File: src/rtl/tx_link_scheduler_pkg.sv
// Shared types and constants for the BPSK transmitter byte-path scheduler.
// Frame layout: preamble, sync, length, payload, checksum.
package tx_link_scheduler_pkg;

    typedef enum logic [2:0] {
        ST_SLEEP,
        ST_WAKE,
        ST_IDLE,
        ST_PREAMBLE,
        ST_SYNC,
        ST_LEN,
        ST_PAYLOAD,
        ST_CSUM
    } tx_state_t;

    localparam logic [7:0] PREAMBLE_BYTE = 8'h55;
    localparam logic [7:0] BEACON_TAG    = 8'hBE;
    localparam logic [7:0] BEACON_LEN    = 8'd2;

    // Beacon payload is the tag byte followed by the sequence number.
    function automatic logic [7:0] beacon_byte(input logic [7:0] idx, input logic [7:0] seq);
        return (idx == 8'd0) ? BEACON_TAG : seq;
    endfunction

endpackage

File: src/rtl/tx_link_scheduler_frame_buffer.sv
// Host payload buffer: collects one host frame, closes on host_last or when full,
// and is replayed byte by byte while the frame is transmitted.
module tx_link_scheduler_frame_buffer #(
    parameter int MAX_PAYLOAD = 16
) (
    input  logic       sysclk,
    input  logic       rst_n,
    input  logic       host_valid,
    input  logic [7:0] host_data,
    input  logic       host_last,
    output logic       host_ready,
    input  logic       release_buf,
    input  logic       rd_next,
    output logic [7:0] rd_data,
    output logic [7:0] count,
    output logic       closed,
    output logic       truncated
);

    localparam int AW = (MAX_PAYLOAD > 1) ? $clog2(MAX_PAYLOAD) : 1;

    logic [7:0]    mem [MAX_PAYLOAD];
    logic [7:0]    wr_count;
    logic [AW-1:0] rd_ptr;
    logic          accept;
    logic          at_limit;

    assign host_ready = !closed && (wr_count < 8'(MAX_PAYLOAD));
    assign accept     = host_valid && host_ready;
    assign at_limit   = (wr_count == 8'(MAX_PAYLOAD - 1));
    assign rd_data    = mem[rd_ptr];
    assign count      = wr_count;

    // NOTE: storage has no reset; wr_count alone decides which entries are meaningful.
    always_ff @(posedge sysclk) begin
        if (accept) mem[wr_count[AW-1:0]] <= host_data;
    end

    // NOTE: all sequential state uses non-blocking assignments so every register samples pre-edge values.
    always_ff @(posedge sysclk or negedge rst_n) begin
        if (!rst_n) begin
            wr_count  <= '0;
            rd_ptr    <= '0;
            closed    <= 1'b0;
            truncated <= 1'b0;
        end else begin
            truncated <= 1'b0;
            if (release_buf) begin
                wr_count <= '0;
                rd_ptr   <= '0;
                closed   <= 1'b0;
            end else begin
                if (accept) begin
                    wr_count <= wr_count + 8'd1;
                    if (host_last || at_limit) closed <= 1'b1;
                    if (!host_last && at_limit) truncated <= 1'b1;
                end
                if (rd_next) rd_ptr <= rd_ptr + 1'b1;
            end
        end
    end

endmodule

File: src/rtl/tx_link_scheduler.sv
// Transmit byte-path scheduler: arbitrates host frames against a periodic beacon,
// frames the winner for the modulator and owns modulator sleep/wake.
module tx_link_scheduler
    import tx_link_scheduler_pkg::*;
#(
    parameter int         PREAMBLE_BYTES = 4,
    parameter logic [7:0] SYNC_WORD      = 8'hD3,
    parameter int         MAX_PAYLOAD    = 16,
    parameter int         BEACON_PERIOD  = 1_000_000,
    parameter int         WAKE_CYCLES    = 64,
    parameter int         IDLE_CYCLES    = 4096
) (
    input  logic       sysclk,
    input  logic       rst_n,
    input  logic       host_valid,
    input  logic [7:0] host_data,
    input  logic       host_last,
    output logic       host_ready,
    input  logic       beacon_en,
    output logic       mod_valid,
    output logic [7:0] mod_data,
    input  logic       mod_ready,
    output logic       mod_sleep,
    output logic       active_src,
    output logic       frame_done,
    output logic       truncated
);

    localparam int WAIT_MAX = (WAKE_CYCLES > IDLE_CYCLES) ? WAKE_CYCLES : IDLE_CYCLES;
    localparam int WAIT_W   = $clog2(WAIT_MAX + 1);
    localparam int BCN_W    = $clog2(BEACON_PERIOD);

    tx_state_t   state;
    logic [7:0]  byte_cnt;
    logic [WAIT_W-1:0] wait_cnt;
    logic [7:0]  frame_len;
    logic [7:0]  csum;
    logic [7:0]  seq;
    logic [BCN_W-1:0] beacon_timer;
    logic        beacon_pending;

    logic        xfer;
    logic        host_pending;
    logic        grant;
    logic        last_payload;
    logic        rd_next;
    logic        release_buf;
    logic [7:0]  next_idx;
    logic [7:0]  payload_next;
    logic [7:0]  buf_rd_data;
    logic [7:0]  buf_count;
    logic        buf_closed;

    tx_link_scheduler_frame_buffer #(.MAX_PAYLOAD(MAX_PAYLOAD)) u_buf (
        .sysclk      (sysclk),
        .rst_n       (rst_n),
        .host_valid  (host_valid),
        .host_data   (host_data),
        .host_last   (host_last),
        .host_ready  (host_ready),
        .release_buf (release_buf),
        .rd_next     (rd_next),
        .rd_data     (buf_rd_data),
        .count       (buf_count),
        .closed      (buf_closed),
        .truncated   (truncated)
    );

    // NOTE: every signal written here gets a value on every path, so no latches are inferred.
    always_comb begin
        xfer         = mod_valid && mod_ready;
        // The buffer stays closed through the frame_done cycle of its own frame; don't regrant it.
        host_pending = buf_closed && !(frame_done && !active_src);
        grant        = ((state == ST_IDLE) || (state == ST_SLEEP)) && (beacon_pending || host_pending);
        last_payload = (byte_cnt == frame_len - 8'd1);
        rd_next      = xfer && !active_src &&
                       ((state == ST_LEN) || ((state == ST_PAYLOAD) && !last_payload));
        release_buf  = frame_done && !active_src;
        next_idx     = (state == ST_LEN) ? 8'd0 : byte_cnt + 8'd1;
        payload_next = active_src ? beacon_byte(next_idx, seq) : buf_rd_data;
    end

    always_ff @(posedge sysclk or negedge rst_n) begin
        if (!rst_n) begin
            beacon_timer   <= '0;
            beacon_pending <= 1'b0;
        end else if (!beacon_en) begin
            beacon_timer   <= '0;
            beacon_pending <= 1'b0;
        end else begin
            if (grant && beacon_pending) beacon_pending <= 1'b0;
            if (beacon_timer == BCN_W'(BEACON_PERIOD - 1)) begin
                beacon_timer   <= '0;
                beacon_pending <= 1'b1;
            end else begin
                beacon_timer <= beacon_timer + 1'b1;
            end
        end
    end

    always_ff @(posedge sysclk or negedge rst_n) begin
        if (!rst_n) begin
            state      <= ST_SLEEP;
            mod_sleep  <= 1'b1;
            mod_valid  <= 1'b0;
            mod_data   <= '0;
            frame_done <= 1'b0;
            active_src <= 1'b0;
            byte_cnt   <= '0;
            wait_cnt   <= '0;
            frame_len  <= '0;
            csum       <= '0;
            seq        <= '0;
        end else begin
            frame_done <= 1'b0;
            if (frame_done && active_src) seq <= seq + 8'd1;
            if (grant) begin
                active_src <= beacon_pending;
                frame_len  <= beacon_pending ? BEACON_LEN : buf_count;
            end

            case (state)
                ST_SLEEP: begin
                    if (grant) begin
                        state     <= ST_WAKE;
                        mod_sleep <= 1'b0;
                        wait_cnt  <= '0;
                    end
                end
                ST_WAKE: begin
                    if (wait_cnt == WAIT_W'(WAKE_CYCLES - 1)) begin
                        state     <= ST_PREAMBLE;
                        mod_valid <= 1'b1;
                        mod_data  <= PREAMBLE_BYTE;
                        byte_cnt  <= '0;
                    end else begin
                        wait_cnt <= wait_cnt + 1'b1;
                    end
                end
                ST_IDLE: begin
                    if (grant) begin
                        state     <= ST_PREAMBLE;
                        mod_valid <= 1'b1;
                        mod_data  <= PREAMBLE_BYTE;
                        byte_cnt  <= '0;
                    end else if (wait_cnt == WAIT_W'(IDLE_CYCLES - 1)) begin
                        state     <= ST_SLEEP;
                        mod_sleep <= 1'b1;
                    end else begin
                        wait_cnt <= wait_cnt + 1'b1;
                    end
                end
                ST_PREAMBLE: begin
                    if (xfer) begin
                        if (byte_cnt == 8'(PREAMBLE_BYTES - 1)) begin
                            state    <= ST_SYNC;
                            mod_data <= SYNC_WORD;
                        end else begin
                            byte_cnt <= byte_cnt + 8'd1;
                        end
                    end
                end
                ST_SYNC: begin
                    if (xfer) begin
                        state    <= ST_LEN;
                        mod_data <= frame_len;
                        csum     <= frame_len;
                    end
                end
                ST_LEN: begin
                    if (xfer) begin
                        state    <= ST_PAYLOAD;
                        mod_data <= payload_next;
                        byte_cnt <= '0;
                    end
                end
                ST_PAYLOAD: begin
                    if (xfer) begin
                        csum <= csum + mod_data;
                        if (last_payload) begin
                            state    <= ST_CSUM;
                            mod_data <= csum + mod_data;
                        end else begin
                            byte_cnt <= byte_cnt + 8'd1;
                            mod_data <= payload_next;
                        end
                    end
                end
                ST_CSUM: begin
                    if (xfer) begin
                        state      <= ST_IDLE;
                        mod_valid  <= 1'b0;
                        frame_done <= 1'b1;
                        wait_cnt   <= '0;
                    end
                end
                default: state <= ST_SLEEP;
            endcase
        end
    end

endmodule
File: config.mk
export PLATFORM = sky130hd
export DESIGN_NAME = tx_link_scheduler
export DESIGN_NICKNAME = d
export VERILOG_FILES = /design/src/rtl/tx_link_scheduler_pkg.sv /design/src/rtl/tx_link_scheduler_frame_buffer.sv /design/src/rtl/tx_link_scheduler.sv
export SDC_FILE = /design/constraint.sdc
export NUM_CORES = 1
export LEC_CHECK = 0
export CAP_MARGIN = 20
export CORE_UTILIZATION = 64
export CTS_BUF_LIST = sky130_fd_sc_hd__clkbuf_4
export DETAILED_ROUTE_END_ITERATION = 8
export PLACE_DENSITY = 0.82
export SKIP_CTS_REPAIR_TIMING = 1
export SLEW_MARGIN = 5
export SYNTH_ARGS = -nofsm -noshare
export SYNTH_HDL_FRONTEND = slang
export SYNTH_SLANG_ARGS = --single-unit
File: constraint.sdc
create_clock -name sysclk -period 2.87 [get_ports sysclk]
set_input_delay 0.574 -clock sysclk [delete_from_list [all_inputs] [get_ports sysclk]]
set_output_delay 0.574 -clock sysclk [all_outputs]
set_load 0.05 [all_outputs]
==> results by group, run 1 <==
Run status
  • Status: complete, no violations

Clock tree
  • Clock latency on the worst-skew pair: 0.70 ns
  • CTS tree: yes
  • CTS Buf Count: 56
  • TritonCTS Sinks: 223
  • Clock slew at the register clock pins of the worst setup and hold paths: 0.08 ns
  • Clock tree root buffer cell: clkbuf_4
  • Clk buf depth: 3
  • H-tree depth: 2

Run
  • Max-Cap Viols: 0

GRT
  • First-pass GRT wire length: 39,000 microns
  • Vias in the first global route: 7,637
  • GRT Total Usage: 0.304
  • GR Overflow Total: 0
  • Initial antenna violation count: 1
  • Largest net degree at the start of global routing: 77

Power
  • Leakage power: 4.78 nW
  • Maximum vdd ir drop: 0.562 mV
  • Sw Ratio: 0.381
  • Pwr Density: 939 nW/um^2
  • Sequential share of power: 0.372
  • Share of total power in combinational logic: 0.394
  • Net switching power: about 4.3 mW
  • Clock power share: 0.234
  • Int Pwr: 7.04 mW

Logic synthesis
  • Synth Net Count: 895
  • Area leader, netlist: edfxtp_1
  • Synth warn: 0
  • Syn Std Cell Area: around 11,000 sq um
  • Seq/Total Area, Yosys: 0.584
  • EDFF count, synth: 128
  • Yosys cell types: 79
  • Cells after synthesis: 859
  • Top cells by area, synth: edfxtp_1, dfrtp_1, mux4_2
  • Yosys top cell area share: 0.361
  • Post-synth ARST share: 0.426
  • Syn avg cell area: 12.4 sq um
  • Flops & latches, synth: roughly 220
  • Prevailing post-synth register cell: edfxtp_1

Floorplanning
  • Die area: between 15,000 and 20,000 sq um
  • # rows: 46
  • Core area: 16,100 sq um
  • Io pins: 28
  • Die Y: 131 microns
  • Initial Util: 0.663
  • Die Wd: 131 microns

Route
  • Drt wl/cell: just over 20 microns
  • TritonRoute pass-1 iters: 5
  • # DRC: 0
  • Final ANT Viol Nets: 0
  • Drt initial violations: 702
  • WL final: 24,700 microns
  • Via/cell ratio: 6.33
  • Via count: 7,617

Timing
  • Setup TNS: 0 ns
  • Period minus WS final: 2.74 ns
  • Worst Skew: between 0.05 and 0.06 ns
  • Final Hold Fails: 0
  • # setup viols final: 0
  • F_max: roughly 360 MHz
  • Slew @ Worst Pin: 0.948 ns
  • Unrepaired setup endpoints after global routing: no
  • Final slew viol count: 0
  • Tcrit/Tclk final: 0.955
  • Setup WS post-layout: 0.129 ns
  • Slew headroom: 0.368

Placement
  • IO Port Bufs: 27
  • Post-DP HPWL: 16,900 microns
  • GP Congestion: between 0.9 and 1
  • Pre-CTS WS: 0.0654 ns

Layout
  • Share of cells above drive strength 1: 0.188
  • Layout Nets: ~980
  • Area grow syn2layout: 13.7%

Hold path
  • Hold Path Class: input port to async pin

Critical path
  • Max Fanout on Critical Path: 3
  • Critical Path AT: 2.17 ns
  • Worst EP required: 2.30 ns
  • Startpoint Class: flip-flop
  • CP Capture Type: output pin
  • CP Class: flip-flop to output pin
[layout by cell type, fill, tap and decap left out, drive strengths merged, types with 3 or more instances in the layout]
cell / instances
mux4: 37
edfxtp: 128
clkbuf: 81
xnor2: 22
o21a: 3
inv: 26
o221ai: 5
nand4: 15
xor2: 33
and2: 12
mux2i: 5
a21oi: 24
nand3: 40
or3: 3
nand2: 71
clkinv: 16
and3: 21
nor3: 19
dfrtp: 94
a211o: 3
o22ai: 3
o21bai: 3
clkdlybuf4s50: 25
ha: 21
nor2: 95
a211oi: 6
a22oi: 3
nand2b: 14
a221oi: 5
nor2b: 7
nor4: 5
o22a: 3
buf: 45
a31oi: 10
o211ai: 5
o21ai: 31
or4: 3
o31ai: 5
[cell families (layout without fill, tap and decap cells)]
kind of cell | Yosys count | after routing | share of synthesized area
AOI/OAI and AO/OA | 132 | 132 | 0.0875
xor gates and xnor gates | 55 | 55 | 0.0452
adders and majority gates | 22 | 22 | 0.0265
buffers and inverters | 67 | 195 | 0.0256
DFF | 223 | 223 | 0.584
muxes | 44 | 44 | 0.0850
other | 0 | 1 | 0
and+or+nand+nor | 316 | 316 | 0.146
[critical path, cell delays in order, from the launching register on]
cell and delay, ns:
dfrtp_1 0.41, nor4_1 0.47, and2_1 0.20, dlymetal6s2s_1 0.41
[power by group through the flow]
stage	sequential (mW)	combinational [mW]	clock [mW]
6_report	4.23	4.48	2.67
5_1_grt	4.26	4.83	2.88
4_1_cts	4.21	4.37	2.72
3_5_place_dp	4.27	4.34	0
3_3_place_gp	4.24	4.16	0
2_1_floorplan	4.13	3.13	0
[metal layers]
metal / track usage / vias up / share of wire
met3: 0.0574 / 63 / 0.074
met4: 0.116 / 0 / 0.025
met2: 0.527 / 385 / 0.51
met1: 0.381 / 3767 / 0.39
li1: - / 3402 / -
met5: 0 / - / 0
[sequential cells by signal (all words and copies together) (netlist names)]
name,flops
csum,8
mod_sleep,1
u_buf.rd_ptr,4
state,3
seq,8
byte_cnt,8
u_buf.truncated,1
frame_done,1
beacon_timer,20
u_buf.count,8
active_src,1
beacon_pending,1
u_buf.mem,128
u_buf.closed,1
mod_valid,1
wait_cnt,13
frame_len,8
mod_data,8
[path summary, 6_finish.rpt]
| kind | slack, ns | cells after the start | start | to |
|---|---|---|---|---|
| min | 0.009 | 1 | rst_n | wait_cnt[4] |
| max reg2reg | 0.23 | 9 | frame_len[1] | state[1] |
| min reg2reg | 0.47 | 2 | mod_sleep | mod_sleep |
| max in group asynchronous | 2.06 | 2 | rst_n | beacon_timer[8] |
| min in group sysclk | 0.47 | 2 | host_last | u_buf.truncated |
| max | 0.13 | 3 | u_buf.count[5] | host_ready |
[area by class of cell]
| type | instances | area [sq um] |
|---|---|---|
| tap | 216 | 270 |
| clock buffer | 81 | 608 |
| clock inverter | 17 | 106 |
| antenna | 1 | 2.50 |
| multi-input combinational | 569 | 4170 |
| fill | 975 | 3950 |
| timing repair buffer | 71 | 626 |
| inverter | 26 | 97.6 |
| sequential | 223 | 6220 |
[cells in the mapped netlist, types with 3 or more instances]
cell type / instances
mux4_2: 37
clkbuf_1: 28
o21ai_0: 24
nand2_1: 71
xor2_1: 33
inv_1: 23
nand3_1: 40
o21bai_1: 3
and3_1: 21
nor3_1: 18
nand2b_1: 13
nor2b_1: 7
nor2_1: 95
o21ai_1: 6
and2_1: 11
mux2i_1: 5
a211o_1: 3
o22ai_1: 3
o21a_1: 3
a22oi_1: 3
a221oi_1: 5
a211oi_1: 4
buf_2: 11
o221ai_1: 5
a31oi_1: 10
a21oi_1: 24
nand4_1: 15
o22a_1: 3
o31ai_1: 5
ha_1: 21
xnor2_1: 22
or4_1: 3
nor4_1: 4
edfxtp_1: 128
o211ai_1: 5
dfrtp_1: 94
[through the flow]
step           hold slack [ns]  power, mW  cell area, sq um   util  instances
3_5_place_dp             0.463       8.61             11400  0.708       1105
2_1_floorplan            0.278       7.26             10700      -        859
6_report               0.00927       11.4             12100  0.754       1204
5_1_grt                 0.0914       12.0             12100  0.754       1204
3_3_place_gp             0.461       8.40             11400  0.708       1105
4_1_cts                 0.0185       11.3             12100  0.753       1203
(Power assumes the default switching activity.)
==> inputs of run 2 (changes only) <==
--- a/config.mk
+++ b/config.mk
@@ -6,6 +6,8 @@
 export NUM_CORES = 1
 export LEC_CHECK = 0
 export CAP_MARGIN = 20
+export CORE_ASPECT_RATIO = 0.5
+export CORE_MARGIN = 4
 export CORE_UTILIZATION = 64
 export CTS_BUF_LIST = sky130_fd_sc_hd__clkbuf_4
 export DETAILED_ROUTE_END_ITERATION = 8
==> run 2 against run 1 <==
  * Clock power fell by 7%
  * Die area rose by 10%
  * Core utilization fell by 1.9 points
==> results by group, run 2 (synthesized netlist as in run 1, its figures left out) <==
Clock tree
  • Clk buf depth: 3 (unchanged)
  • Clock tree root buffer cell: clkbuf_4
  • CTS Buf Count: 50 (-11%)
  • TritonCTS Sinks: 223 (unchanged)
  • Clock latency on the worst-skew pair: 0.70 ns (about the same)
  • Clock slew at the register clock pins of the worst setup and hold paths: 0.08 ns (about the same)
  • H-tree depth: 2 (unchanged)
  • CTS tree: yes

Route
  • WL final: 23,900 microns (-3.1%)
  • Via/cell ratio: 6.17 (-2.5%)
  • Final ANT Viol Nets: 0 (unchanged)
  • TritonRoute pass-1 iters: 6 (+1)
  • Drt initial violations: 723 (+3.0%)
  • Drt wl/cell: 19.8 microns (-3.2%)
  • Via count: 7,436 (-2.4%)
  • # DRC: 0 (unchanged)

Critical path
  • CP Class: flip-flop to output pin
  • Max Fanout on Critical Path: 3 (unchanged)
  • Worst EP required: 2.30 ns (about the same)
  • CP Capture Type: output pin
  • Slack of the worst reg-to-reg path: 0.18 ns (-0.05 ns)
  • Critical Path AT: 2.16 ns (about the same)
  • Startpoint Class: flip-flop

Run status
  • Status: complete, no violations

Layout
  • Layout Nets: 975 (-0.81%)
  • Share of cells above drive strength 1: 0.180 (-0.00849)
  • Filler cell count in the final layout: 1,046 (+7.3%)
  • Final Instance Count excl. Fillers: 1,206 (+0.17%)
  • Max FFs per register: 128 (unchanged)
  • Commonest non-fill, non-tap cell in the layout: edfxtp_1
  • Most frequent cells in the layout: edfxtp_1, nor2_1, dfrtp_1
  • Area grow syn2layout: 12.9%

Power
  • Leakage power: 4.74 nW (-0.92%)
  • Pwr Density: 916 nW/um^2 (-2.4%)
  • Sw Ratio: 0.380 (-0.000642)
  • Share of total power in combinational logic: 0.392 (-0.002)
  • Maximum vdd ir drop: 0.434 mV (-23%)
  • Clock power share: 0.226 (-0.008)
  • Int Pwr: 6.83 mW (-3.0%)
  • Pwr Total: 11.0 mW (-3.1%)
  • Net switching power: 4.19 mW (-3.3%)
  • Sequential share of power: 0.382 (+0.010)

Run
  • Max-Cap Viols: 0 (unchanged)

Placement
  • IO Port Bufs: 27 (unchanged)
  • Pre-CTS WS: 0.184 ns (+0.119 ns)
  • Post-DP HPWL: 16,400 microns (-3.0%)
  • GP Congestion: 0.972 (-0.24%)
  • Placed insts: 1,113 (+0.72%)

Timing
  • Tcrit/Tclk final: 0.954 (about the same)
  • Slew @ Worst Pin: 0.841 ns (-0.107 ns)
  • Unrepaired setup endpoints after global routing: yes
  • # setup viols final: 0 (unchanged)
  • Period minus WS final: 2.74 ns (-0.00228 ns)
  • Worst Skew: 0.0799 ns (+0.0203 ns)
  • Final Hold Fails: 0 (unchanged)
  • F_max: 365 MHz (about the same)
  • Final hold slack: 0.412 ns (+0.402 ns)
  • Setup WS post-layout: 0.132 ns (+0.00228 ns)
  • Slew headroom: 0.440 (+0.0713)
  • Final slew viol count: 0 (unchanged)

Floorplanning
  • Die Y: 99.2 microns (-24%)
  • Die area: 18,900 sq um (+10%)
  • # rows: 33 (-28%)
  • Die Wd: 190 microns (+45%)
  • Core area: 16,400 sq um (+1.8%)
  • Initial Util: 0.651 (-0.0119)
  • Io pins: 28 (unchanged)

GRT
  • Initial antenna violation count: 1 (unchanged)
  • GR Overflow Total: 0 (unchanged)
  • Vias in the first global route: 7,510 (-1.7%)
  • Largest net degree at the start of global routing: 65 (-16%)
  • First-pass GRT wire length: 39,400 microns (+1.1%)
  • GRT Total Usage: 0.264 (-0.0401)

Hold path
  • Hold Path Class: input port to async pin
-- run 2: critical path, cell delays in order, from the launching register on --
cell and delay [ns]:
dfrtp_1 0.41, nor4_1 0.47, and2_1 0.18, dlymetal6s2s_1 0.41
-- run 2: worst paths after layout --
path,from,endpoint,depth (start not counted)
max in group asynchronous,rst_n,frame_len[5],3
min in group sysclk,host_last,u_buf.truncated,2
worst min-delay path,rst_n,beacon_timer[19],2
worst max register to register,frame_len[2],mod_data[2],7
worst max-delay path,u_buf.count[4],host_ready,3
worst min register to register,seq[7],seq[7],1
-- run 2: per-layer routing --
layer | up-vias | global-route usage | wire [microns]
li1 | 3377 | - | -
met1 | 3706 | 0.362 | 10100
met2 | 308 | 0.430 | 11400
met3 | 45 | 0.0631 | 1900
met4 | 0 | 0.0778 | 437
met5 | - | 0 | 0
-- run 2: through the flow --
step                TNS, ns   util  instance area (sq um)
CTS                  -0.284  0.735                  12000
global placement          0  0.695                  11400
global route        -0.0151  0.736                  12000
floorplan                 0      -                  10700
finish                    0  0.736                  12000
detailed placement        0  0.695                  11400
-- run 2: power by group through the flow --
stage	Clock [mW]	Combinational [mW]	Sequential [mW]
finish	2.49	4.32	4.21
global route	2.76	4.70	4.26
CTS	2.55	4.27	4.20
detailed placement	0	4.25	4.27
global placement	0	4.11	4.25
floorplan	0	3.13	4.13
-- run 2: layout make-up --
class,instances,area [sq um],area share
diodes,1,2.50,0.000208
inverters,26,97.6,0.00811
clock buffers,78,586,0.0487
multi-input cells,569,4160,0.346
clock inverters,13,62.6,0.00520
repair buffers,69,613,0.0510
flip-flops and latches,223,6220,0.517
well taps,227,284,0.0236
==> inputs of run 3 (changes only) <==
--- a/config.mk
+++ b/config.mk
@@ -13,7 +13,6 @@
 export DETAILED_ROUTE_END_ITERATION = 8
 export PLACE_DENSITY = 0.82
 export SKIP_CTS_REPAIR_TIMING = 1
-export SLEW_MARGIN = 5
 export SYNTH_ARGS = -nofsm -noshare
 export SYNTH_HDL_FRONTEND = slang
 export SYNTH_SLANG_ARGS = --single-unit
==> results of run 3 <==
Final layout, timing and power as in run 2 (identical DEF).
